[src/rtl/key_event_if.sv]
// -----------------------------------------------------------------------------
// key_event_if
// Event channel between key_event_debouncer (master) and the control logic
// (slave).
//
// Handshake: evt_valid/evt_ready follow strict valid/ready rules. A transfer
// happens on the rising clk edge where evt_valid & evt_ready are both 1. While
// evt_valid is 1, evt_code stays stable until that transfer. evt_valid never
// depends on evt_ready. The consumer may raise or lower evt_ready at any time.
//
// Signals:
//   evt_valid    master->slave  FIFO head holds an event
//   evt_ready    slave->master  consumer accepts the head
//   evt_code     master->slave  [5]=1 press / 0 release, [4:0] source index
//   evt_overflow master->slave  sticky flag: an event was lost
// -----------------------------------------------------------------------------
interface key_event_if;
  logic       evt_valid;
  logic       evt_ready;
  logic [5:0] evt_code;
  logic       evt_overflow;

  modport master (
    output evt_valid,
    output evt_code,
    output evt_overflow,
    input  evt_ready
  );

  modport slave (
    input  evt_valid,
    input  evt_code,
    input  evt_overflow,
    output evt_ready
  );
endinterface

[src/rtl/key_event_debouncer.sv]
// -----------------------------------------------------------------------------
// key_event_debouncer
// Debounces the parallel key-driver frame (16 DIP bits and 5 push buttons)
// across consecutive latched frames. It presents the stable levels and queues
// press/release events in a small first-word-fall-through FIFO.
//
// Source index map: push[i] -> i (0..4), dip[j] -> 5+j (5..20).
//
// Build option: define KEY_EVT_DIP_EN to make DIP bits generate events like
// the push buttons. When it is undefined, DIP bits are only debounced onto
// dip_stable and the event scanner covers indices 0..4.
//
// Parameters:
//   DEBOUNCE_FRAMES  consecutive differing frames needed to flip a bit (2..15)
//   FIFO_DEPTH       event FIFO entries (power of 2, 2..32)
//
// Ports:
//   clk          system clock, rising edge
//   rst_n        asynchronous active-low reset
//   dip          raw DIP frame
//   push         raw push frame (1 = pressed)
//   latch        1-cycle strobe: dip/push hold a new frame this cycle
//   dip_stable   debounced DIP levels
//   push_stable  debounced push levels
//   evt          event channel (key_event_if.master)
// -----------------------------------------------------------------------------
module key_event_debouncer #(
  parameter int DEBOUNCE_FRAMES = 4,
  parameter int FIFO_DEPTH      = 8
) (
  input  logic        clk,
  input  logic        rst_n,
  input  logic [15:0] dip,
  input  logic [4:0]  push,
  input  logic        latch,
  output logic [15:0] dip_stable,
  output logic [4:0]  push_stable,
  key_event_if.master evt
);

  localparam int NSRC = 21;
`ifdef KEY_EVT_DIP_EN
  localparam int NEVT = 21;
`else
  localparam int NEVT = 5;
`endif
  localparam logic [3:0] CNT_MAX = 4'(DEBOUNCE_FRAMES - 1);
  localparam int AW = $clog2(FIFO_DEPTH);
  localparam int PW = AW + 1;

  // ---------------------------------------------------------------------------
  // Per-bit debounce
  // ---------------------------------------------------------------------------
  logic [NSRC-1:0] raw;
  logic [NSRC-1:0] stable_q;
  logic [NSRC-1:0] flip;
  logic [3:0]      cnt_q [NSRC];

  assign raw = {dip, push};

  // A bit flips on the latched frame that completes the run of differing frames.
  always_comb begin
    flip = '0;
    for (int i = 0; i < NSRC; i++) begin
      flip[i] = latch && (raw[i] != stable_q[i]) && (cnt_q[i] == CNT_MAX);
    end
  end

  always_ff @(posedge clk or negedge rst_n) begin
    if (!rst_n) begin
      stable_q <= '0;
      for (int i = 0; i < NSRC; i++) cnt_q[i] <= '0;
    end else if (latch) begin
      stable_q <= stable_q ^ flip;
      for (int i = 0; i < NSRC; i++) begin
        if (raw[i] == stable_q[i] || flip[i]) cnt_q[i] <= '0;
        else                                  cnt_q[i] <= cnt_q[i] + 4'd1;
      end
    end
  end

  assign push_stable = stable_q[4:0];
  assign dip_stable  = stable_q[20:5];

  // ---------------------------------------------------------------------------
  // FIFO pointers and status
  // ---------------------------------------------------------------------------
  logic [PW-1:0] wr_ptr_q, rd_ptr_q, count;
  logic [5:0]    mem [FIFO_DEPTH];
  logic [5:0]    head_q;
  logic          full, empty, pop;

  assign count = wr_ptr_q - rd_ptr_q;
  assign empty = (wr_ptr_q == rd_ptr_q);
  assign full  = (count == PW'(FIFO_DEPTH));
  assign pop   = !empty && evt.evt_ready;

  // ---------------------------------------------------------------------------
  // Pending-mask scanner: the lowest pending index goes into the FIFO, one per cycle
  // ---------------------------------------------------------------------------
  logic [NEVT-1:0] pending_q, pending_d, enq_mask, flip_evt;
  logic [4:0]      enq_idx;
  logic [5:0]      enq_code;
  logic            do_enq, ovf_set, overflow_q;

  assign flip_evt = flip[NEVT-1:0];

  always_comb begin
    enq_idx = '0;
    for (int i = NEVT - 1; i >= 0; i--) begin
      if (pending_q[i]) enq_idx = 5'(i);
    end
  end

  // A pop frees a slot in the same cycle, so a full FIFO can still accept.
  assign do_enq   = (|pending_q) && (!full || pop);
  assign enq_mask = do_enq ? (NEVT'(1) << enq_idx) : '0;
  // The code carries the stable value before any toggle in this cycle.
  assign enq_code = {stable_q[enq_idx], enq_idx};

  // A toggle on a bit still pending means it flipped back before draining.
  // Both edges are dropped and the loss is flagged. A bit enqueued in this
  // cycle has already left the mask, so its toggle starts a new event.
  assign pending_d = (pending_q & ~enq_mask) ^ flip_evt;
  assign ovf_set   = |(flip_evt & pending_q & ~enq_mask);

  always_ff @(posedge clk or negedge rst_n) begin
    if (!rst_n) begin
      pending_q  <= '0;
      overflow_q <= 1'b0;
    end else begin
      pending_q <= pending_d;
      if (ovf_set) overflow_q <= 1'b1;
    end
  end

  // ---------------------------------------------------------------------------
  // FIFO storage with a registered head (first-word-fall-through)
  // ---------------------------------------------------------------------------
  always_ff @(posedge clk) begin
    if (do_enq) mem[wr_ptr_q[AW-1:0]] <= enq_code;
  end

  always_ff @(posedge clk or negedge rst_n) begin
    if (!rst_n) begin
      wr_ptr_q <= '0;
      rd_ptr_q <= '0;
      head_q   <= '0;
    end else begin
      if (do_enq) wr_ptr_q <= wr_ptr_q + PW'(1);
      if (pop)    rd_ptr_q <= rd_ptr_q + PW'(1);
      // The head reloads only when the visible entry changes. When the FIFO
      // is empty, the head holds the last code.
      if (do_enq && (empty || (pop && count == PW'(1))))
        head_q <= enq_code;
      else if (pop && count > PW'(1))
        head_q <= mem[AW'(rd_ptr_q[AW-1:0] + AW'(1))];
    end
  end

  assign evt.evt_valid    = !empty;
  assign evt.evt_code     = head_q;
  assign evt.evt_overflow = overflow_q;

endmodule
[src/flat_wrapper.sv]
// flat-port wrapper written by rule: the top's interface ports become plain ports
module key_event_debouncer_flat 
#(
  parameter int DEBOUNCE_FRAMES = 4,
  parameter int FIFO_DEPTH      = 8
)
  (clk, rst_n, dip, push, latch, dip_stable, push_stable, evt_evt_valid, evt_evt_code, evt_evt_overflow, evt_evt_ready);
  key_event_if evt_i ();
  input  logic clk;
  input  logic rst_n;
  input  logic [15:0] dip;
  input  logic [4:0] push;
  input  logic latch;
  output logic [15:0] dip_stable;
  output logic [4:0] push_stable;
  output wire logic [$bits(evt_i.evt_valid)-1:0] evt_evt_valid;
  output wire logic [$bits(evt_i.evt_code)-1:0] evt_evt_code;
  output wire logic [$bits(evt_i.evt_overflow)-1:0] evt_evt_overflow;
  input wire logic [$bits(evt_i.evt_ready)-1:0] evt_evt_ready;
  assign evt_evt_valid = evt_i.evt_valid;
  assign evt_evt_code = evt_i.evt_code;
  assign evt_evt_overflow = evt_i.evt_overflow;
  assign evt_i.evt_ready = evt_evt_ready;
  key_event_debouncer #(.DEBOUNCE_FRAMES(DEBOUNCE_FRAMES), .FIFO_DEPTH(FIFO_DEPTH)) u_core (.clk(clk), .rst_n(rst_n), .dip(dip), .push(push), .latch(latch), .dip_stable(dip_stable), .push_stable(push_stable), .evt(evt_i));
endmodule
[config.mk]
export PLATFORM = sky130hd
export DESIGN_NAME = key_event_debouncer_flat
export DESIGN_NICKNAME = d
export VERILOG_FILES = /design/src/rtl/key_event_if.sv /design/src/rtl/key_event_debouncer.sv /design/src/flat_wrapper.sv
export SDC_FILE = /design/constraint.sdc
export NUM_CORES = 1
export LEC_CHECK = 0
export BUFFER_PORTS_ARGS = -buffer_cell sky130_fd_sc_hd__buf_2
export CAP_MARGIN = 20
export CELL_PAD_IN_SITES_DETAIL_PLACEMENT = 1
export CELL_PAD_IN_SITES_GLOBAL_PLACEMENT = 1
export CORE_AREA = 8 8 148 150
export CTS_BUF_LIST = sky130_fd_sc_hd__clkbuf_4
export CTS_CLUSTER_DIAMETER = 50
export DETAILED_ROUTE_END_ITERATION = 7
export DIE_AREA = 0 0 156 158
export PLACE_DENSITY_LB_ADDON = 0.08
export SYNTH_ARGS = -nofsm -noshare
export SYNTH_HDL_FRONTEND = slang
export SYNTH_SLANG_ARGS = --single-unit
[constraint.sdc]
create_clock -name clk -period 8.78 [get_ports clk]
set_input_delay 0.878 -clock clk [delete_from_list [all_inputs] [get_ports clk]]
set_output_delay 0.878 -clock clk [all_outputs]
set_load 0.02 [all_outputs]
==> metrics.yaml <==
finish:
  nFillCells: 2201
  stdcell_area_mm2: 0.00849
  fin_nets: 788
  syn_to_final_growth_pct: 11.1
  drive_gt1_frac: 0.200
  final_cell_mix: "123 x dfrtp_1, 87 x o21ai_0, 72 x nand2_1"
  final_common_cell: "dfrtp_1"
logic_synthesis:
  ys_seq_area_frac: 0.528
  ys_types: 52
  ys_ff_latch: 155
  avgSynthCellArea_um2: 11.2
  synth_flop_cell: "dfrtp_1"
  postSynthCellCount: 684
  syn_area_mm2: 0.00765
  synth-edff-count: 32
  yosysWarnings: 0
  synthArstFlopShare: 0.794
routing:
  drc: 0
  drtIter0Drc: 197
  avgViaCountPerCell: 5.28
  firstDrtPassIters: 5
  vias: 5388
  finalWirelength_mm: 17.0
  wl_per_cell_um: 16.7
  final_antenna_net_count: 0
global_route:
  grt_pass1_vias: 5883
  grtUsageTotal: 0.148
  grt_remaining_overflow: 0
  antenna_found_initial: 1
  grt_pass1_wl_mm: 29.3
  grt_max_degree: 103
floorplan:
  initial_utilization: 0.388
  rows: 52
  io_pins: 54
  die_h_um: 158
  dieArea_mm2: 0.0246
  die_w_um: 156
  fp.coreArea_mm2: 0.0197
clock_network:
  path_clk_slew_ns: 0.14
  post_cts_buffers: 0
  clockBufferDepth: 2
  cts_tree: "built"
  cts_sinks: 155
  holdBufCountCts: 0
  clock_tree.root_cell: "clkbuf_4"
  numCtsBuffers: 17
  clkLatencyLatePin_ns: 0.55
  cts_max_level: 4
  cts_resized: 0
run:
  cap_viol_max_count: 0
place:
  port_buffers: 51
  gp_congestion: 0.794
  place_area_mm2: 0.00818
  hpwl_mm: 11.8
timing:
  post-route-min-period_ns: 3.45
  timing.final.crit_share: 0.393
  setup_violations: 0
  tightestPinTransition_ns: 1.02
  rsz0062_at_grt: "no"
  fin_tns_setup_ns: 0
  final_hold_viol_count: 0
  drv_slew: 0
  clock_skew_ns: 0.0204
  timing.fmax_mhz: 290
  relSlewSlack: 0.318
setup_path:
  required_ns: 8.96
  r2r_start: "u_core.rd_ptr_q[0]$_DFFE_PN0P_"
  worstSetupPathType: "flop to flop"
  r2r_slack_ns: 5.33
  r2r_cells: 8
  path_cells: "ha_1 -> inv_1 -> fa_1 -> xor2_1 -> nor3_1 -> nand4_2 -> o21ai_2 -> nor4b_1"
  cp-start-kind: "flop"
  timing.rr.end: "u_core.mem[2][3]$_DFFE_PP_"
  critPathCaptureType: "flop"
  worstPathArrival_ns: 3.63
  critPathMaxFanout: 12
  critical_path.max_stage_delay_ns: 0.78
  critical_path.top_delay_family: "simple AND/OR/NAND/NOR gates"
  crit_buf_inv: 1
  slowest_stage: "dfrtp_1"
hold_path:
  hp-class: "input pin to asynchronous set/reset pin"
run_status:
  status: "completed"
power:
  power_density_mw_per_mm2: 323
  power.leakage_nw: 3.64
  peakVddDrop_uv: 108
==> cell usage after synthesis (2+ instances only) <==
cell type	number	area (um2)
mux2i_1	4	40.0
nor4_1	3	18.8
nand3b_1	16	120
or3_1	3	18.8
nor3b_1	2	15.0
o21ai_0	87	435
dfrtp_1	123	3080
nand4_1	3	18.8
nor2_1	37	139
a21o_2	2	17.5
inv_1	12	45.0
o22ai_1	2	12.5
nand3_1	5	25.0
xor2_1	28	245
edfxtp_1	32	961
and3_1	18	113
clkbuf_1	17	63.8
nor2b_1	3	18.8
buf_4	2	15.0
nor3_1	25	125
o31ai_1	22	165
nand2_1	72	270
and2_1	3	18.8
mux4_2	8	180
o2bb2ai_1	20	175
xnor2_1	12	105
buf_1	5	18.8
a21oi_1	5	25.0
nand2b_1	21	131
or2_2	3	18.8
mux2_2	43	484
ha_1	26	325
==> power breakdown <==
part / switching, mW / internal, mW / total [mW]
Clock: 0.268 / 0.178 / 0.446
Sequential: 0.219 / 0.975 / 1.19
Combinational: 0.621 / 0.480 / 1.10
==> cells by family after synthesis <==
group / after synthesis / synth area share
other cells: 1 / 0.000490
compound gates: 149 / 0.124
mux: 55 / 0.0921
xor+xnor: 40 / 0.0458
simple gates: 220 / 0.145
buf+inv: 37 / 0.0193
flops: 155 / 0.528
fa+ha+maj: 27 / 0.0452
==> how the worst max path moves through the flow <==
stage,from,to,slack [ns],cells past startpoint
2_1_floorplan,u_core.wr_ptr_q[0]$_DFFE_PN0P_,u_core.mem[2][0]$_DFFE_PP_,5.93,10
3_3_place_gp,u_core.rd_ptr_q[0]$_DFFE_PN0P_,u_core.mem[2][0]$_DFFE_PP_,5.56,8
3_5_place_dp,u_core.rd_ptr_q[0]$_DFFE_PN0P_,u_core.mem[2][3]$_DFFE_PP_,5.30,8
4_1_cts,u_core.rd_ptr_q[0]$_DFFE_PN0P_,u_core.mem[2][3]$_DFFE_PP_,5.26,8
5_1_grt,u_core.rd_ptr_q[0]$_DFFE_PN0P_,u_core.mem[2][3]$_DFFE_PP_,5.03,8
6_report,u_core.rd_ptr_q[0]$_DFFE_PN0P_,u_core.mem[2][3]$_DFFE_PP_,5.33,8
==> sequential cells by signal, indices dropped and copies added (netlist names) <==
| register | flops |
|---|---|
| u_core.cnt_q | 84 |
| u_core.mem | 32 |
| u_core.stable_q | 21 |
| u_core.pending_q | 5 |
| u_core.evt.evt_code | 4 |
| u_core.rd_ptr_q | 4 |
| u_core.wr_ptr_q | 4 |
| u_core.evt.evt_overflow | 1 |
==> routing by layer <==
metal	vias up	global-route usage	share of wire
li1	2574	-	-
met4	0	0.0448	0.013
met5	-	0	0
met2	69	0.258	0.50
met3	18	0.0325	0.027
met1	2727	0.180	0.46
==> through the flow <==
| stage | hold slack (ns) | cells | setup WS, ns | util | total power, mW |
|---|---|---|---|---|---|
| after floorplan | 0.446 | 685 | 5.93 | - | 1.98 |
| after global placement | 0.466 | 984 | 5.56 | 0.414 | 2.25 |
| after detailed placement | 0.474 | 986 | 5.30 | 0.415 | 2.33 |
| after CTS | 0.308 | 1018 | 5.26 | 0.429 | 2.79 |
| after global routing | 0.340 | 1020 | 5.03 | 0.431 | 2.98 |
| final | 0.337 | 1020 | 5.33 | 0.431 | 2.74 |
==> area by class of cell <==
class / instances / area, um2 / share of cell area
clock inverter: 13 / 144 / 0.0169
antenna: 1 / 2.50 / 0.000295
tap: 270 / 338 / 0.0398
timing repair buffer: 57 / 320 / 0.0377
clock buffer: 19 / 143 / 0.0168
inverter: 12 / 45.0 / 0.00530
multi-input combinational: 493 / 3460 / 0.408
sequential: 155 / 4040 / 0.475
(Power assumes the default switching activity.)
